--- src/rtl/mac_tile_reduction.sv ---
// MAC-mode tile reduction: accumulates partial-sum tiles across beats, row-sums each closed
// tile, rounds/requantizes to DATA_WIDTH and queues the vector in a small valid/ready FIFO.
module mac_tile_reduction #(
  parameter int TILE_SIZE  = 4,
  parameter int DATA_WIDTH = 16,
  parameter int ACC_WIDTH  = 32,
  parameter int FRAC_BITS  = 8,
  parameter int SUM_WIDTH  = 40,
  parameter int OUT_DEPTH  = 2
) (
  input  logic                                                      clk,
  input  logic                                                      rst,
  input  logic                                                      mac_mode,
  input  logic                                                      valid_in,
  input  logic                                                      done_tile,
  input  logic signed [TILE_SIZE-1:0][TILE_SIZE-1:0][ACC_WIDTH-1:0] tile_in,
  output logic                                                      out_valid,
  input  logic                                                      out_ready,
  output logic signed [TILE_SIZE-1:0][DATA_WIDTH-1:0]               out_vec,
  output logic                                                      out_sat,
  output logic [7:0]                                                beat_cnt,
  output logic                                                      overflow_err
);

  localparam int RS_W  = SUM_WIDTH + $clog2(TILE_SIZE);
  localparam int PTR_W = (OUT_DEPTH > 1) ? $clog2(OUT_DEPTH) : 1;
  localparam int CNT_W = $clog2(OUT_DEPTH + 1);

  localparam logic signed [SUM_WIDTH-1:0] SUM_MAX = {1'b0, {(SUM_WIDTH-1){1'b1}}};
  localparam logic signed [SUM_WIDTH-1:0] SUM_MIN = {1'b1, {(SUM_WIDTH-1){1'b0}}};
  localparam logic signed [RS_W:0] HALF  = {{(RS_W+1-FRAC_BITS){1'b0}}, 1'b1, {(FRAC_BITS-1){1'b0}}};
  localparam logic signed [RS_W:0] R_MAX = {{(RS_W+2-DATA_WIDTH){1'b0}}, {(DATA_WIDTH-1){1'b1}}};
  localparam logic signed [RS_W:0] R_MIN = {{(RS_W+2-DATA_WIDTH){1'b1}}, {(DATA_WIDTH-1){1'b0}}};

  function automatic logic signed [SUM_WIDTH-1:0] sat_add(input logic signed [SUM_WIDTH-1:0] a,
                                                          input logic signed [ACC_WIDTH-1:0] b);
    logic signed [SUM_WIDTH:0] s;
    s = $signed({a[SUM_WIDTH-1], a}) + (SUM_WIDTH+1)'(b);
    if (s[SUM_WIDTH] != s[SUM_WIDTH-1])
      return s[SUM_WIDTH] ? SUM_MIN : SUM_MAX;
    return s[SUM_WIDTH-1:0];
  endfunction

  // Round half toward +inf, then clip to DATA_WIDTH; MSB of the result flags a clip.
  function automatic logic [DATA_WIDTH:0] requant(input logic signed [RS_W-1:0] x);
    logic signed [RS_W:0] r;
    r = ($signed({x[RS_W-1], x}) + HALF) >>> FRAC_BITS;
    if (r > R_MAX) return {1'b1, R_MAX[DATA_WIDTH-1:0]};
    if (r < R_MIN) return {1'b1, R_MIN[DATA_WIDTH-1:0]};
    return {1'b0, r[DATA_WIDTH-1:0]};
  endfunction

  logic signed [SUM_WIDTH-1:0] acc     [TILE_SIZE][TILE_SIZE];
  logic signed [SUM_WIDTH-1:0] snap_p1 [TILE_SIZE][TILE_SIZE];
  logic                        vld_p1;
  logic signed [RS_W-1:0]      row_sum    [TILE_SIZE];
  logic signed [RS_W-1:0]      row_sum_p2 [TILE_SIZE];
  logic                        vld_p2;
  logic [TILE_SIZE-1:0][DATA_WIDTH-1:0] q_vec;
  logic                                 q_sat;

  logic [TILE_SIZE-1:0][DATA_WIDTH-1:0] mem_vec [OUT_DEPTH];
  logic                                 mem_sat [OUT_DEPTH];
  logic [PTR_W-1:0] wr_ptr, rd_ptr;
  logic [CNT_W-1:0] count;
  logic             pop, push, drop;

  // Accumulator: a beat arriving with done_tile opens the next tile
  always_ff @(posedge clk) begin
    if (rst || !mac_mode) begin
      for (int i = 0; i < TILE_SIZE; i++)
        for (int j = 0; j < TILE_SIZE; j++)
          acc[i][j] <= '0;
      beat_cnt <= '0;
    end else if (done_tile) begin
      for (int i = 0; i < TILE_SIZE; i++)
        for (int j = 0; j < TILE_SIZE; j++)
          acc[i][j] <= valid_in ? SUM_WIDTH'($signed(tile_in[i][j])) : '0;
      beat_cnt <= valid_in ? 8'd1 : 8'd0;
    end else if (valid_in) begin
      for (int i = 0; i < TILE_SIZE; i++)
        for (int j = 0; j < TILE_SIZE; j++)
          acc[i][j] <= sat_add(acc[i][j], $signed(tile_in[i][j]));
      if (beat_cnt != 8'hFF) beat_cnt <= beat_cnt + 8'd1;
    end
  end

  // Stage 1 boundary: tile snapshot
  always_ff @(posedge clk) begin
    if (rst) vld_p1 <= 1'b0;
    else     vld_p1 <= done_tile & mac_mode;
  end

  always_ff @(posedge clk) begin
    if (done_tile && mac_mode) snap_p1 <= acc;
  end

  always_comb begin
    for (int i = 0; i < TILE_SIZE; i++) begin
      row_sum[i] = '0;
      for (int j = 0; j < TILE_SIZE; j++)
        row_sum[i] = row_sum[i] + RS_W'(snap_p1[i][j]);
    end
  end

  // Stage 2 boundary: row sums
  always_ff @(posedge clk) begin
    if (rst) vld_p2 <= 1'b0;
    else     vld_p2 <= vld_p1;
  end

  always_ff @(posedge clk) begin
    if (vld_p1) row_sum_p2 <= row_sum;
  end

  always_comb begin
    logic [DATA_WIDTH:0] rq;
    q_vec = '0;
    q_sat = 1'b0;
    for (int i = 0; i < TILE_SIZE; i++) begin
      rq       = requant(row_sum_p2[i]);
      q_vec[i] = rq[DATA_WIDTH-1:0];
      q_sat    = q_sat | rq[DATA_WIDTH];
    end
  end

  // Output FIFO boundary: a pop in the same cycle frees room for the push
  assign out_valid = (count != '0);
  assign pop       = out_valid & out_ready;
  assign push      = vld_p2 & ((count != CNT_W'(OUT_DEPTH)) | pop);
  assign drop      = vld_p2 & ~push;

  always_ff @(posedge clk) begin
    if (rst) begin
      wr_ptr       <= '0;
      rd_ptr       <= '0;
      count        <= '0;
      overflow_err <= 1'b0;
    end else begin
      if (push) wr_ptr <= (wr_ptr == PTR_W'(OUT_DEPTH-1)) ? '0 : wr_ptr + PTR_W'(1);
      if (pop)  rd_ptr <= (rd_ptr == PTR_W'(OUT_DEPTH-1)) ? '0 : rd_ptr + PTR_W'(1);
      count <= count + CNT_W'(push) - CNT_W'(pop);
      if (drop) overflow_err <= 1'b1;
    end
  end

  always_ff @(posedge clk) begin
    if (push) begin
      mem_vec[wr_ptr] <= q_vec;
      mem_sat[wr_ptr] <= q_sat;
    end
  end

  assign out_vec = out_valid ? mem_vec[rd_ptr] : '0;
  assign out_sat = out_valid & mem_sat[rd_ptr];

endmodule
--- config.mk ---
export PLATFORM = sky130hd
export DESIGN_NAME = mac_tile_reduction
export DESIGN_NICKNAME = d
export VERILOG_FILES = /design/src/rtl/mac_tile_reduction.sv
export SDC_FILE = /design/constraint.sdc
export NUM_CORES = 2
export LEC_CHECK = 0
export CORE_MARGIN = 2
export CORE_UTILIZATION = 56
export CTS_CLUSTER_DIAMETER = 40
export CTS_CLUSTER_SIZE = 20
export DETAILED_ROUTE_END_ITERATION = 10
export HOLD_SLACK_MARGIN = 0.1
export PLACE_DENSITY = 0.75
export SYNTH_ARGS = -nofsm -noshare
export SYNTH_HDL_FRONTEND = slang
export SYNTH_SLANG_ARGS = --single-unit
--- constraint.sdc ---
create_clock -name clk -period 18.9 [get_ports clk]
set_input_delay 1.89 -clock clk [delete_from_list [all_inputs] [get_ports clk]]
set_output_delay 1.89 -clock clk [all_outputs]
set_load 0.1 [all_outputs]
==> results list <==
- Counting flops and latches in the post-synthesis netlist gives 1566.
- In the synthesized netlist the dominant register cell turns out to be edfxtp_1.
- The setup path with the least slack is of type input pin to register.
* Kind of capture point of the worst setup path: register
- Setup TNS after final layout: 0 ns
- Final Cycle Share: 39.5%
- The worst-case IR drop observed on VDD is around 0.11 mV.
- Die Span X: ~440 um
- Synthesized netlist cell count: around 12000
- The detail route stage leaves a number of antenna-violating nets equal to 0.
* Placed Cells incl. Taps: ~14000
- Number of non-filler instances in the completed layout: about 15000
- Routability-driven placement finished with a final weighted congestion of roughly 1.0.
- The synthesized netlist occupies a cell area of about 110000 um^2.
- Setup violations remaining at the end of the flow were counted as 0.
- Final Hold Vio Count: 0
- The run finished with clean final reports.
* Max capacitance violation total: 0
* Leftover overflow at the end of global routing: 0
* Fraction of synthesis flops using an asynchronous set or reset pin: 0%
- TritonCTS clock tree: built
- WP data arrival: slightly above 8 ns
- In the routed layout, each cell is associated on average with a via count of between 6 and 7.
- Worst hold-check path type: register to register
* Largest net degree at the start of global routing: between 150 and 200
- For this run, the total global-route usage over all layers was measured as between 30% and 40%.
- Minimum clock period after layout: between 7 and 8 ns
- For this block, the via count after detailed routing is 95171.
- Worst-margin pin slew: around 1.3 ns
- Final Max Tran Viols: 0
- For this design the top-level I/O count stands at ~590.
- Number of nets in the layout: between 10000 and 15000
* Post CTS Setup Buffer Count: 0
* Number of buffers created by CTS: a little under 300
- The later pin in the worst-skew pair is clocked with a latency of ~0.95 ns.
- Crit path max fanout: 31
- Wire length of the first global-routing pass: approximately 560000 um
- Ordered list of cells on the worst path: clkdlybuf4s50_1, ha_1, inv_1, fa_1, nor2b_1, o21a_1, o21ai_0, a211oi_1, o21bai_1, a21oi_1, o31ai_1, nor4_1, nor2_1, ha_1, inv_1, or4_1, o2bb2a_1, nand2_1, o221ai_1, a21oi_1
- From synthesis to final layout, the design area changed by 16.4%.
- Number of different library cells in the post-synthesis netlist: about 110
- Input/output buffers: 592
- The detailed router finished its first iteration with about 10000 violations.
- Slowest cell on crit path: ha_1
- The die covers between 150000 and 200000 um^2.
* Hold buffer count at CTS: 0
* Worst slew margin: between 10% and 20%
- No sink is reached through more buffers than the 4 on the longest clock path.
- Once the floorplan was initialized, standard cells occupied ~56% of the core.
- Unrepaired setup endpoints after global routing: no
- Via count of the first global-routing pass: 92006
* Cell area power density: approximately 100 nW/um^2
- On the worst path, the slowest cell contributes a delay of around 1 ns.
* Die span in y: between 400 and 500 um
- Averaged over all synthesized cells, the footprint is slightly above 9 um^2.
* Post-route worst hold slack: roughly 0.44 ns
- The floorplan step defined a core boundary enclosing a little under 200000 um^2.
* Remaining design rule violation count: 0
* Maximum clock skew at final layout: just under 0.06 ns
- Counting every net in the synthesized netlist gives between 10000 and 15000.
- The clock drives 1566 sinks.
* Antenna violations before repair: between 50 and 60
* HPWL after detailed placement: 276000 um
- Static leakage: about 54 nW
- Maximum clock frequency: between 100 and 150 MHz
- The worst setup path is launched from an input pin.
* Share of post-route cells with drive strength above 1: 5.84%
- Master cell of the clock root buffer: clkbuf_16
- Worst EP required: 19.73 ns
- Clock input transition at the sequential cells of the worst setup and hold paths: 0.05 ns
* DRT Pass-1 Iters: 9
- Synth Warn #: 0
- Sequential elements use between 30% and 40% of the synthesized area.
- Total Routed Length: ~380000 um
- In the final routed layout, each cell accounts on average for around 25 um.
- Post-CTS repair changed the size of 0 cells.
- Floorplan row count: roughly 160
- Number of enable flip-flop cells after synthesis: between 900 and 1000
- The clock tree synthesis step divided the H-tree into 5 levels.
- The design draws roughly 12 mW.
## synthesized netlist by cell type, types with 29 or more instances
cell,count,area (um^2)
a21oi_1,983,4920
edfxtp_1,910,27300
o21ai_0,889,4450
inv_1,859,3220
ha_1,832,10400
nand2_1,794,2980
nor2_1,789,2960
dfxtp_1,656,13100
a21o_1,501,3760
clkbuf_1,463,1740
xnor2_1,401,3510
xor2_1,348,3050
fa_1,336,6730
a22oi_1,247,1850
nand3_1,233,1170
and3_1,194,1210
nor2b_1,165,1030
o221ai_1,162,1420
nor3_1,144,721
nand4_1,126,788
o211ai_1,122,916
a31oi_1,117,732
nand2b_1,116,726
o21a_1,109,818
o21bai_1,96,721
a211oi_1,93,698
mux2i_1,83,831
o22ai_1,79,494
and2_1,52,325
o31ai_1,52,390
or3_1,47,294
nor4_1,35,219
or2_2,31,194
a221oi_1,30,263
and4_1,29,254
buf_1,29,109
## worst paths after layout
kind | from | end | slack, ns | cells past startpoint
hold reg to reg | acc[577]$_SDFFE_PP0P_ | snap_p1[577]$_DFFE_PP_ | 0.44 | 0
hold / removal | acc[577]$_SDFFE_PP0P_ | snap_p1[577]$_DFFE_PP_ | 0.44 | 0
setup / recovery | tile_in[256] | acc[282]$_SDFFE_PP0P_ | 11.43 | 20
setup reg to reg | acc[280]$_SDFFE_PP0P_ | acc[282]$_SDFFE_PP0P_ | 12.52 | 19
## worst max-delay path, delay by kind of cell
| family | cells | cell delay, ns |
|---|---|---|
| adder cells (fa/ha/maj) | 3 | 1.59 |
| buffers and inverters | 3 | 0.65 |
| AO/OA/AOI/OAI | 9 | 2.53 |
| AND/OR/NAND/NOR | 5 | 1.61 |
## cell usage in the layout, fill, tap and decap left out, types with 233 or more instances in the layout
cell type,count
o21ai_0,889
clkbuf_16,301
inv_1,858
nor2_1,780
edfxtp_1,910
nand2_1,791
a22oi_1,247
xor2_1,348
dfxtp_1,654
xnor2_1,401
nand3_1,233
clkdlybuf4s50_1,589
a21o_1,501
a21oi_1,983
fa_1,336
ha_1,832
## where the power goes
group,switching [mW],internal (mW)
clock,2.00,3.24
combinational,1.90,1.17
sequential,0.191,3.89
total,4.09,8.30
## through the flow
stage	util [%]	instance area [um^2]	setup slack, ns
3_5_place_dp	60.5	117000	10.75
5_1_grt	65.6	126000	11.17
2_1_floorplan	-	109000	0.481
6_report	65.6	126000	11.43
3_3_place_gp	60.5	117000	10.78
4_1_cts	65.6	126000	11.69
## cell type report
| type | instances | area [um^2] |
|---|---|---|
| Fill cell | 15485 | 66300 |
| Antenna cell | 35 | 87.6 |
| Clock buffer | 320 | 7650 |
| Tap cell | 2526 | 3160 |
| Clock inverter | 200 | 2160 |
| Timing Repair Buffer | 671 | 6590 |
| Sequential cell | 1566 | 40500 |
| Inverter | 864 | 3250 |
| Multi-Input combinational cell | 8684 | 63100 |
## cell families after synthesis
logic type	share of synthesized area [%]
buffers and inverters	4.82
adders and majority gates	15.8
and+or+nand+nor	12.5
xor gates and xnor gates	6.04
AOI/OAI and AO/OA	22.8
DFF	37.2
muxes	0.816
## per-layer routing
| metal | vias up | routed length, um | share of wire (%) | track usage [%] |
|---|---|---|---|---|
| met2 | 4715 | 169000 | 45 | 58.6 |
| li1 | 43615 | - | - | - |
| met1 | 45730 | 149000 | 40 | 47.8 |
| met3 | 1077 | 32400 | 8.6 | 6.22 |
| met5 | - | 199 | 0.053 | 0 |
| met4 | 34 | 25800 | 6.8 | 22.4 |
## sequential cells by signal, indices dropped and copies added, names as in the netlist, named ones only
register and flops:
mem_sat 2, vld_p2 1, snap_p1 640, rd_ptr 1
row_sum_p2 140, vld_p1 1, wr_ptr 1, count 2
acc 640, overflow_err 1, mem_vec 128, beat_cnt 8
Note: power is estimated with default switching activity, not from simulation.
